`config.mk`:
```
export PLATFORM = sky130hd
export DESIGN_NAME = store_buffer
export DESIGN_NICKNAME = d
export VERILOG_FILES = /design/src/rtl/store_buffer.sv
export SDC_FILE = /design/constraint.sdc
export NUM_CORES = 1
export LEC_CHECK = 0
export BUFFER_PORTS_ARGS = -buffer_cell sky130_fd_sc_hd__buf_2
export CAP_MARGIN = 5
export CORE_ASPECT_RATIO = 1.5
export CORE_MARGIN = 10
export CORE_UTILIZATION = 45
export CTS_BUF_LIST = sky130_fd_sc_hd__clkbuf_4 sky130_fd_sc_hd__clkbuf_8 sky130_fd_sc_hd__clkbuf_16
export CTS_CLUSTER_DIAMETER = 60
export DETAILED_ROUTE_END_ITERATION = 12
export PLACE_DENSITY = 0.75
export SYNTH_ARGS = -nofsm -noshare
export SYNTH_HDL_FRONTEND = slang
export SYNTH_SLANG_ARGS = --single-unit
```
`constraint.sdc`:
```
create_clock -name clk_i -period 15.15 [get_ports clk_i]
set_input_delay 2.2725 -clock clk_i [delete_from_list [all_inputs] [get_ports clk_i]]
set_output_delay 2.2725 -clock clk_i [all_outputs]
set_load 0.005 [all_outputs]
```
`src/rtl/store_buffer.sv`:
```
// store_buffer: circular store FIFO between EX/MEM and a single-port data memory.
// Define STORE_FWD_EN to forward load hits from the buffer; otherwise load hits stall until drained.
module store_buffer #(
    parameter int DEPTH  = 4,
    parameter int ADDR_W = 32,
    parameter int DATA_W = 32
) (
    input  logic                       clk_i,
    input  logic                       rst_i,
    input  logic                       memRead_i,
    input  logic                       memWrite_i,
    input  logic [ADDR_W-1:0]          addr_i,
    input  logic [DATA_W-1:0]          wdata_i,
    output logic [DATA_W-1:0]          rdata_o,
    output logic                       stall_o,
    output logic                       mem_memRead_o,
    output logic                       mem_memWrite_o,
    output logic [ADDR_W-1:0]          mem_addr_o,
    output logic [DATA_W-1:0]          mem_wdata_o,
    input  logic [DATA_W-1:0]          mem_rdata_i,
    output logic                       empty_o,
    output logic [$clog2(DEPTH+1)-1:0] count_o
);
    localparam int PTR_W = $clog2(DEPTH);
    localparam int CNT_W = $clog2(DEPTH + 1);

    logic [ADDR_W-1:0] addr_q [DEPTH];
    logic [ADDR_W-1:0] addr_d [DEPTH];
    logic [DATA_W-1:0] data_q [DEPTH];
    logic [DATA_W-1:0] data_d [DEPTH];
    logic [PTR_W-1:0]  head_q, head_d, tail_q, tail_d;
    logic [CNT_W-1:0]  count_q, count_d, cnt;
    logic              is_store, is_load, full, hit, miss, drain, enq;
`ifdef STORE_FWD_EN
    logic [DATA_W-1:0] fwd_data;
`endif

    always_comb begin
        cnt      = rst_i ? '0 : count_q;
        is_store = memWrite_i;
        is_load  = memRead_i & ~memWrite_i;
        full     = cnt == CNT_W'(DEPTH);
        hit      = 1'b0;
`ifdef STORE_FWD_EN
        fwd_data = '0;
`endif
        // scan oldest to youngest so the youngest match wins
        for (int k = 0; k < DEPTH; k++) begin
            if (CNT_W'(k) < cnt && addr_q[head_q + PTR_W'(k)] == addr_i) begin
                hit = 1'b1;
`ifdef STORE_FWD_EN
                fwd_data = data_q[head_q + PTR_W'(k)];
`endif
            end
        end
        miss           = is_load & ~hit;
        drain          = (cnt != '0) & ~miss;
        enq            = is_store & ~full & ~rst_i;
        mem_memRead_o  = miss;
        mem_memWrite_o = drain;
        mem_addr_o     = miss ? addr_i : drain ? addr_q[head_q] : '0;
        mem_wdata_o    = drain ? data_q[head_q] : '0;
`ifdef STORE_FWD_EN
        stall_o        = is_store & full;
        rdata_o        = is_load ? (hit ? fwd_data : mem_rdata_i) : '0;
`else
        stall_o        = (is_store & full) | (is_load & hit);
        rdata_o        = miss ? mem_rdata_i : '0;
`endif
        empty_o        = cnt == '0;
        count_o        = cnt;
        head_d         = head_q + PTR_W'(drain);
        tail_d         = tail_q + PTR_W'(enq);
        count_d        = count_q + CNT_W'(enq) - CNT_W'(drain);
        addr_d         = addr_q;
        data_d         = data_q;
        if (enq) begin
            addr_d[tail_q] = addr_i;
            data_d[tail_q] = wdata_i;
        end
    end

    always_ff @(posedge clk_i) begin
        if (rst_i) begin
            head_q  <= '0;
            tail_q  <= '0;
            count_q <= '0;
        end else begin
            head_q  <= head_d;
            tail_q  <= tail_d;
            count_q <= count_d;
        end
        addr_q <= addr_d;
        data_q <= data_d;
    end
endmodule
```
==> impl_metrics.py, run 1 <==
metrics = {
    "routing": {
        "wl_mm": 41.1,
        "dr.pass1.iters": 5,
        "wire_per_inst_um": 24.7,
        "vias": 9824,
        "antenna_left": 0,
        "first_iter_violations": 712,
        "drc_errors": 0,
        "via_per_inst": 5.92,
    },
    "setup_path": {
        "crit_end": "mem_addr_o[3]",
        "crit_arrival_ns": 5.56,
        "startpoint": "head_q[1]",
        "r2r_slack_ns": 9.17,
        "reg2reg_from": "head_q[1]",
        "crit_type": "flop to output pin",
        "path_max_fanout": 130,
        "worstPathRequired_ns": 12.88,
        "endpoint_kind": "output pin",
        "r2r_cells": 17,
        "start_kind": "flop",
        "timing.rr.end": "count_q[2]",
    },
    "synthesis": {
        "synthCells": 1060,
        "syn_nets": 1165,
        "synth_top_cell_area_share_pct": 51.0,
        "syn_area_per_cell_sq_um": 14.2,
        "synth_area_sq_um": 15100,
        "ys.flop_type": "edfxtp_1",
        "yosys_warnings": 0,
        "yosys-top-cells-count": "edfxtp_1, mux2i_1, xnor2_1, mux4_2, nand2_1",
        "synth-seq-cells": 263,
        "synth_most_common_cell": "edfxtp_1",
        "synth_edf_count": 256,
        "synth_area_leaders": "edfxtp_1, mux4_2, mux2i_1, xnor2_1, mux2_4",
        "synthArstFlopShare_pct": 0,
        "yosysTopAreaCell": "edfxtp_1",
        "synth_seq_area_share_pct": 51.9,
        "ys_types": 61,
    },
    "pwr": {
        "ir_drop_mv": 0.102,
        "total_leakage_power_nw": 5.93,
        "total_power_w": 0.00230,
        "power.density_nw_per_um2": 134,
    },
    "floorplanning": {
        "die_h_um": 244,
        "die_w_um": 169,
        "initial_core_util_pct": 45.3,
        "io_pins": 203,
        "coreArea_sq_um": 33200,
        "dieArea_sq_um": 41400,
        "num_rows": 82,
    },
    "global_route": {
        "grt_pass1_wl_mm": 61.7,
        "grt-ovfl-total": 0,
        "grtUsageTotal_pct": 19.2,
        "grt_max_degree": 131,
        "grt_pass1_vias": 10200,
        "antenna_found_initial": 4,
    },
    "clock_tree": {
        "clk_latency_ns": 0.55,
        "ctsResizeCount": 0,
        "clock-root-buffer": "clkbuf_16",
        "cts_num_sinks": 263,
        "cts_buffers": 25,
        "hold_buffers": 0,
        "htreeDepth": 1,
        "clkTransAtPathRegs_ns": 0.06,
        "postCtsSetupBuffers": 0,
        "cts.path.max_buffers": 3,
        "cts_tree": "done",
    },
    "layout": {
        "nets": 1328,
        "final_util_pct": 51.7,
        "instances_no_fill": 1660,
        "layout-area-overhead-vs-synth_pct": 14.0,
        "drive_gt1_share_pct": 32.3,
    },
    "sta": {
        "worst_slew_pin_slew_ns": 0.914,
        "report.final.slew_viol_count": 0,
        "slew_headroom_pct": 39.1,
        "fin_skew_ns": 0.0138,
        "fmaxAchievable_mhz": 128,
        "timing.final.crit_share_pct": 51.7,
        "fin_crit_ns": 7.84,
        "rsz0062_at_grt": "false",
        "setup_tns_ns": 0,
        "hold_viol": 0,
        "setup_viol": 0,
    },
    "min_path": {
        "hold_class": "flop to flop",
    },
    "job": {
        "cap_violations": 0,
    },
    "place": {
        "dpl.cell_count": 1616,
        "hpwl_mm": 28.9,
        "gp_congestion": 0.989,
        "io_buffers": 202,
    },
    "status": {
        "status": "complete, no violations",
    },
}
-- per-stage QoR --
stage	hold WS [ns]	cell area, sq um	setup slack [ns]
3_3_place_gp	0.595	16300	7.68
2_1_floorplan	0.540	15100	7.56
3_5_place_dp	0.639	16300	7.64
6_report	0.658	17200	7.31
5_1_grt	0.660	17200	7.22
4_1_cts	0.649	17200	7.40
-- worst min-delay path by stage --
stage                            to  slack [ns]      start  depth (start not counted)
after floorplan           tail_q[1]        0.54  tail_q[1]                          2
after global placement    tail_q[1]        0.59  tail_q[1]                          2
after detailed placement  tail_q[1]        0.64  tail_q[1]                          2
after CTS                 tail_q[1]        0.65  tail_q[1]                          2
after global routing      tail_q[1]        0.66  tail_q[1]                          2
final                     tail_q[1]        0.66  tail_q[1]                          2
-- worst max-delay path, stage by stage, from the launching register on --
cell	delay, ns
dfxtp_4	0.94
buf_12	0.65
mux2i_1	0.52
a2bb2oi_1	0.20
mux2i_1	0.15
nor4_1	0.60
nand4_1	0.18
o32ai_2	0.41
nor4_4	0.06
buf_4	0.36
mux2i_1	0.52
buf_2	0.21
-- state kept, by name, summed over array words and instances (netlist names) --
register and count:
data_q 128, tail_q 2, count_q 3, addr_q 128, head_q 2
-- cells by family after synthesis --
group	after synthesis	share of synthesized area [%]
mux	249	23.3
fa+ha+maj	5	0.465
buf+inv	105	3.86
compound gates	96	4.59
flops	263	51.9
xor+xnor	118	6.86
simple gates	224	8.98
-- area by class of cell --
cell class                      count  area [sq um]
Clock buffer                       28           648
Fill cell                        2858         16100
Clock inverter                     15           255
Sequential cell                   263          7840
Antenna cell                        1          2.50
Inverter                           25          93.8
Tap cell                          420           526
Multi-Input combinational cell    692          6680
Timing Repair Buffer              216          1130
-- placed cells by master, fill, tap and decap left out, types with 4 or more instances in the layout --
cell type and n:
a22oi_1 7, nor2b_1 9, mux4_2 71, a211oi_1 10
edfxtp_1 256, xor2_1 24, nand4_1 12, o21ai_0 15
mux2_2 18, inv_1 22, o2111ai_1 7, and2_1 37
a21oi_1 10, buf_4 13, dfxtp_1 5, nor3b_1 13
clkinv_2 4, and3_1 6, buf_2 202, ha_1 4
o211ai_1 12, nor4_1 12, mux2_4 17, o31ai_1 4
xnor2_1 94, clkbuf_16 25, nand3_1 9, nor3b_2 20
nor2_1 28, nor3_1 7, bufinv_16 7, o22ai_1 11
mux2i_1 138, nand2_1 57
-- layer usage --
metal  track usage (%)  vias to the layer above  share of wire, %
met4              9.54                        6               5.1
met1              21.5                     4881                36
met5                 0                        -             0.088
met2              33.3                      414                51
li1                  -                     4405                 -
met3              4.50                      118               7.5
-- power breakdown --
group,total (W),switching [W],internal (W)
Sequential,0.000877,0.0000384,0.000838
Clock,0.000694,0.000269,0.000426
Combinational,0.000725,0.000402,0.000323
Power figures use the tool's default switching activity.
==> run 2, diff against run 1 <==
--- a/config.mk
+++ b/config.mk
@@ -13,7 +13,7 @@
 export CTS_BUF_LIST = sky130_fd_sc_hd__clkbuf_4 sky130_fd_sc_hd__clkbuf_8 sky130_fd_sc_hd__clkbuf_16
 export CTS_CLUSTER_DIAMETER = 60
 export DETAILED_ROUTE_END_ITERATION = 12
-export PLACE_DENSITY = 0.75
+export PLACE_DENSITY = 0.77
 export SYNTH_ARGS = -nofsm -noshare
 export SYNTH_HDL_FRONTEND = slang
 export SYNTH_SLANG_ARGS = --single-unit
==> constraint.sdc (replaced) <==
create_clock -name clk_i -period 6.3 [get_ports clk_i]
set_input_delay 0.945 -clock clk_i [delete_from_list [all_inputs] [get_ports clk_i]]
set_output_delay 0.945 -clock clk_i [all_outputs]
set_load 0.005 [all_outputs]
==> run 2 against run 1 <==
Against the previous run: final cell count is 0.72% higher; clock power grew 130%; first-iteration DRC count decreased by 2.2%; count of clock-buffer cells in the layout up 2; sequential share of layout area shrank 0.25 points; final area rose by 0.55%; non-clock buffer count is 5 higher; clock skew increased by 0.011 ns; power increased by 140%; sequential power grew 140%; hold slack got worse by 0.061 ns; critical path depth unchanged; critical path type unchanged; critical endpoint is now mem_addr_o[18]; largest power group unchanged.
==> impl_metrics.py, run 2 (synthesized netlist as in run 1, its figures left out) <==
metrics = {
    "clock_tree": {
        "clock-root-buffer": "clkbuf_16",
        "cts_tree": "done",
        "cts_num_sinks": 263,
        "cts.path.max_buffers": 3,
        "clk_latency_ns": 0.56,
        "htreeDepth": 1,
        "postCtsSetupBuffers": 0,
        "cts_buffers": 26,
        "ctsResizeCount": 0,
        "clkTransAtPathRegs_ns": 0.07,
        "hold_buffers": 0,
    },
    "place": {
        "dpl_cell_area_sq_um": 16400,
        "hpwl_mm": 30.4,
        "gp_congestion": 0.954,
        "io_buffers": 202,
        "dpl.cell_count": 1621,
    },
    "routing": {
        "highest_layer": "met5",
        "first_iter_violations": 696,
        "dr.pass1.iters": 5,
        "met2WireLength_mm": 21.9,
        "wire_per_inst_um": 25.1,
        "antenna_left": 0,
        "wl_mm": 41.9,
        "via_per_inst": 5.89,
        "wl_met1_mm": 15.3,
        "vias": 9851,
        "drc_errors": 0,
        "met3WireLength_mm": 2.81,
    },
    "pwr": {
        "total_leakage_power_nw": 5.96,
        "ir_drop_mv": 0.226,
        "total_power_w": 0.00549,
        "power.density_nw_per_um2": 318,
    },
    "global_route": {
        "grtUsageTotal_pct": 19.8,
        "grt_pass1_wl_mm": 63.5,
        "grt_max_degree": 60,
        "antenna_found_initial": 6,
        "grt_pass1_vias": 10300,
        "grt-ovfl-total": 0,
    },
    "setup_path": {
        "cp_cell_sequence": "buf_12 -> mux4_2 -> xnor2_1 -> nor4_1 -> nand2_1 -> or4_1 -> o32ai_2 -> nor4_4 -> buf_4 -> mux2_4 -> buf_2",
        "r2r_cells": 17,
        "startpoint": "head_q[0]",
        "crit_type": "flop to output pin",
        "r2r_slack_ns": 1.23,
        "start_kind": "flop",
        "crit_end": "mem_addr_o[18]",
        "timing.rr.end": "count_q[2]",
        "reg2reg_from": "head_q[0]",
        "endpoint_kind": "output pin",
        "crit_path_top_delay_cell": "dfxtp_4",
        "worstPathRequired_ns": 5.35,
        "max_stage_delay_ns": 0.87,
        "path_max_fanout": 56,
        "crit_arrival_ns": 4.66,
    },
    "layout": {
        "layout-area-overhead-vs-synth_pct": 14.6,
        "final_util_pct": 51.9,
        "design_area_sq_um": 17300,
        "mostFrequentLayoutCells": "edfxtp_1, buf_2, mux2i_1",
        "reg_top3": "addr_q x128, data_q x128, count_q x3",
        "instances_no_fill": 1672,
        "drive_gt1_share_pct": 32.9,
        "final_common_cell": "edfxtp_1",
        "nets": 1334,
    },
    "sta": {
        "rsz0062_at_grt": "false",
        "fin_skew_ns": 0.0251,
        "worst_slew_pin_slew_ns": 1.01,
        "setup_tns_ns": 0,
        "fin_crit_ns": 5.61,
        "hold_viol": 0,
        "report.final.slew_viol_count": 0,
        "timing.final.crit_share_pct": 89.0,
        "fmaxAchievable_mhz": 178,
        "slew_headroom_pct": 32.8,
        "setup_viol": 0,
    },
    "floorplanning": {
        "io_pins": 203,
        "coreArea_sq_um": 33200,
        "num_rows": 82,
        "die_w_um": 169,
        "dieArea_sq_um": 41400,
        "initial_core_util_pct": 45.3,
        "die_h_um": 244,
    },
    "min_path": {
        "hold_class": "input port to flop",
    },
    "job": {
        "cap_violations": 0,
    },
    "status": {
        "status": "complete, no violations",
    },
}
==> run 2: cell count changes in the layout (fill, tap and decap cells not counted) <==
cell	delta
buf_12	+4
buf_4	+1
clkinv_1	-1
inv_6	+1
bufinv_16	-4
clkinvlp_4	+3
clkbuf_8	+1
inv_8	+1
clkinv_4	+3
clkbuf_16	+2
diode_2	+2
clkbuf_4	-1
==> run 2: metrics by stage <==
stage / hold slack (ns) / worst slack, ns
final: 0.598 / 0.693
after CTS: 0.578 / 0.669
after detailed placement: 0.621 / 1.23
after global routing: 0.597 / 0.534
after global placement: 0.599 / 1.28
after floorplan: 0.540 / 0.0370
==> run 2: area by class of cell <==
class                           instances  area [sq um]
Antenna cell                            3          7.51
Clock buffer                           30           704
Timing Repair Buffer                  221          1220
Multi-Input combinational cell        692          6680
Clock inverter                         18           200
Sequential cell                       263          7840
Fill cell                            2825         16000
Tap cell                              420           526
Inverter                               25          93.8
==> run 2: worst min path at each step <==
stage	startpoint	slack, ns	endpoint	cells after the start
3_3_place_gp	tail_q[1]	0.60	tail_q[1]	2
2_1_floorplan	tail_q[1]	0.54	tail_q[1]	2
4_1_cts	wdata_i[0]	0.58	data_q[32]	1
5_1_grt	wdata_i[13]	0.60	data_q[13]	1
6_report	wdata_i[0]	0.60	data_q[32]	1
3_5_place_dp	tail_q[1]	0.62	tail_q[1]	2
==> run 2: layer usage <==
layer  track usage, %  up-vias
met5                0        -
met2             34.9      380
met1             22.4     4941
met3             3.93       99
li1                 -     4425
met4             9.13        6
==> run 2: worst max-delay path, delay by kind of cell (launching register included) <==
family,cells,cell delay [ns]
AND/OR/NAND/NOR,4,1.35
AO/OA/AOI/OAI,1,0.20
multiplexers,2,0.71
XOR/XNOR,1,0.14
buffers and inverters,3,0.75
flip-flops,1,0.87
==> run 2: power by group <==
group          leakage [nW]  switching [W]  internal (W)
Combinational          3.14       0.000968      0.000790
Clock                 0.441       0.000684      0.000937
Sequential             2.38      0.0000996       0.00202
Total                  5.96        0.00175       0.00374
==> run 3, diff against run 2 <==
--- a/config.mk
+++ b/config.mk
@@ -10,7 +10,7 @@
 export CORE_ASPECT_RATIO = 1.5
 export CORE_MARGIN = 10
 export CORE_UTILIZATION = 45
-export CTS_BUF_LIST = sky130_fd_sc_hd__clkbuf_4 sky130_fd_sc_hd__clkbuf_8 sky130_fd_sc_hd__clkbuf_16
+export CTS_BUF_LIST = sky130_fd_sc_hd__clkbuf_8
 export CTS_CLUSTER_DIAMETER = 60
 export DETAILED_ROUTE_END_ITERATION = 12
 export PLACE_DENSITY = 0.77
==> run 3 against run 2 <==
Against the previous run: fmax fell by 1.1%; final cell count rose by 1.4%; sequential share of layout area rose by 0.46 points; flip-flop and latch count did not move; non-clock buffer count did not move; clock power fell by 19%; final area fell by 1.0%; wire length rose by 0.42%; die area did not move; critical endpoint is now mem_addr_o[17]; largest cell class unchanged; largest power group unchanged.
==> impl_metrics.py, run 3 (synthesized netlist as in run 1, its figures left out) <==
metrics = {
    "layout": {
        "mostFrequentLayoutCells": "edfxtp_1, buf_2, mux2i_1",
        "final_util_pct": 51.4,
        "nFillCells": 2864,
        "nets": 1347,
        "layout-area-overhead-vs-synth_pct": 13.4,
        "reg_top3": "addr_q x128, data_q x128, count_q x3",
        "multiInputGateArea_sq_um": 6680,
        "final_common_cell": "edfxtp_1",
        "drive_gt1_share_pct": 32.6,
        "regArea_sq_um": 7840,
    },
    "clock_tree": {
        "cts_num_sinks": 263,
        "htreeDepth": 2,
        "postCtsSetupBuffers": 0,
        "cts.path.max_buffers": 3,
        "ctsResizeCount": 0,
        "cts_buffers": 39,
        "hold_buffers": 0,
        "clk_latency_ns": 0.55,
        "cts_tree": "done",
        "clkTransAtPathRegs_ns": 0.07,
        "clock-root-buffer": "clkbuf_8",
    },
    "routing": {
        "vias": 9866,
        "via_per_inst": 5.82,
        "drc_errors": 0,
        "wl_mm": 42.1,
        "first_iter_violations": 684,
        "antenna_left": 0,
        "dr.pass1.iters": 5,
        "wire_per_inst_um": 24.8,
    },
    "setup_path": {
        "startpoint": "head_q[0]",
        "reg2reg_from": "head_q[0]",
        "worstPathRequired_ns": 5.35,
        "r2r_slack_ns": 1.15,
        "start_kind": "flop",
        "crit_arrival_ns": 4.72,
        "crit_type": "flop to output pin",
        "path_max_fanout": 56,
        "endpoint_kind": "output pin",
    },
    "sta": {
        "timing.final.crit_share_pct": 90.0,
        "fin_crit_ns": 5.67,
        "setup_tns_ns": 0,
        "rsz0062_at_grt": "false",
        "whs_ns": 0.612,
        "fmaxAchievable_mhz": 176,
        "hold_viol": 0,
        "fin_skew_ns": 0.0182,
        "slew_headroom_pct": 32.8,
        "setup_viol": 0,
        "worst_slew_pin_slew_ns": 1.01,
        "report.final.slew_viol_count": 0,
    },
    "pwr": {
        "total_leakage_power_nw": 5.92,
        "power.density_nw_per_um2": 304,
        "ir_drop_mv": 0.219,
    },
    "place": {
        "gp_congestion": 0.954,
        "hpwl_mm": 30.4,
        "io_buffers": 202,
    },
    "floorplanning": {
        "io_pins": 203,
        "num_rows": 82,
        "die_w_um": 169,
        "die_h_um": 244,
        "initial_core_util_pct": 45.3,
        "dieArea_sq_um": 41400,
        "coreArea_sq_um": 33200,
    },
    "global_route": {
        "grt_pass1_vias": 10400,
        "grt_max_degree": 60,
        "grtUsageTotal_pct": 19.9,
        "antenna_found_initial": 7,
        "grt-ovfl-total": 0,
        "grt_pass1_wl_mm": 63.5,
    },
    "min_path": {
        "hold_class": "input port to flop",
        "min_from": "wdata_i[5]",
    },
    "status": {
        "status": "complete, no violations",
    },
    "job": {
        "cap_violations": 0,
    },
}
[run 3: changes by cell type in the layout (fill, tap and decap cells not counted), moves of 2 or more]
cell	previous run	this run
clkinv_4	4	0
clkbuf_4	2	0
clkinvlp_4	3	5
clkbuf_8	1	39
inv_6	2	0
clkinv_1	2	10
clkbuf_16	27	0
inv_1	22	33
[run 3: path summary, 6_finish.rpt]
kind | end | cells after the start
max reg2reg | count_q[2] | 17
min | data_q[37] | 1
min reg2reg | tail_q[1] | 2
max | mem_addr_o[17] | 11
[run 3: area by class of cell]
type | count | area share, %
timing repair buffer | 221 | 7.11
clock inverter | 31 | 1.13
multi-input combinational | 692 | 39.1
clock buffer | 39 | 3.14
antenna | 4 | 0.0586
sequential | 263 | 45.8
inverter | 25 | 0.549
tap | 420 | 3.07
[run 3: routing by layer]
metal,wire [um],GRT usage (%),vias to the layer above
met5,23,0,-
met4,1840,9.64,6
met3,3060,4.70,89
met2,22000,34.6,412
met1,15200,22.4,4913
li1,-,-,4446
[run 3: per-stage QoR]
stage | setup WS, ns | instances | total power (W) | cell area [sq um]
finish | 0.630 | 1695 | 0.00520 | 17100
global route | 0.494 | 1693 | 0.00544 | 17100
CTS | 0.630 | 1691 | 0.00524 | 17100
detailed placement | 1.23 | 1621 | 0.00392 | 16400
global placement | 1.28 | 1621 | 0.00390 | 16400
floorplan | 0.0370 | 1060 | 0.00335 | 15100
[run 3: power by group]
group          total (W)  leakage (nW)  switching (W)  internal (W)
Combinational    0.00176          3.14       0.000971      0.000790
Sequential       0.00212          2.38      0.0000997       0.00202
Clock            0.00132         0.398       0.000655      0.000665
[run 3: worst max-delay path, cell delays in order, from the launching register on]
cell,delay [ns]
dfxtp_4,0.87
buf_12,0.36
mux4_2,0.37
xnor2_1,0.28
nor4_1,0.52
nand2_1,0.10
or4_1,0.56
o32ai_2,0.20
nor4_4,0.08
buf_4,0.28
mux2_4,0.35
buf_2,0.13
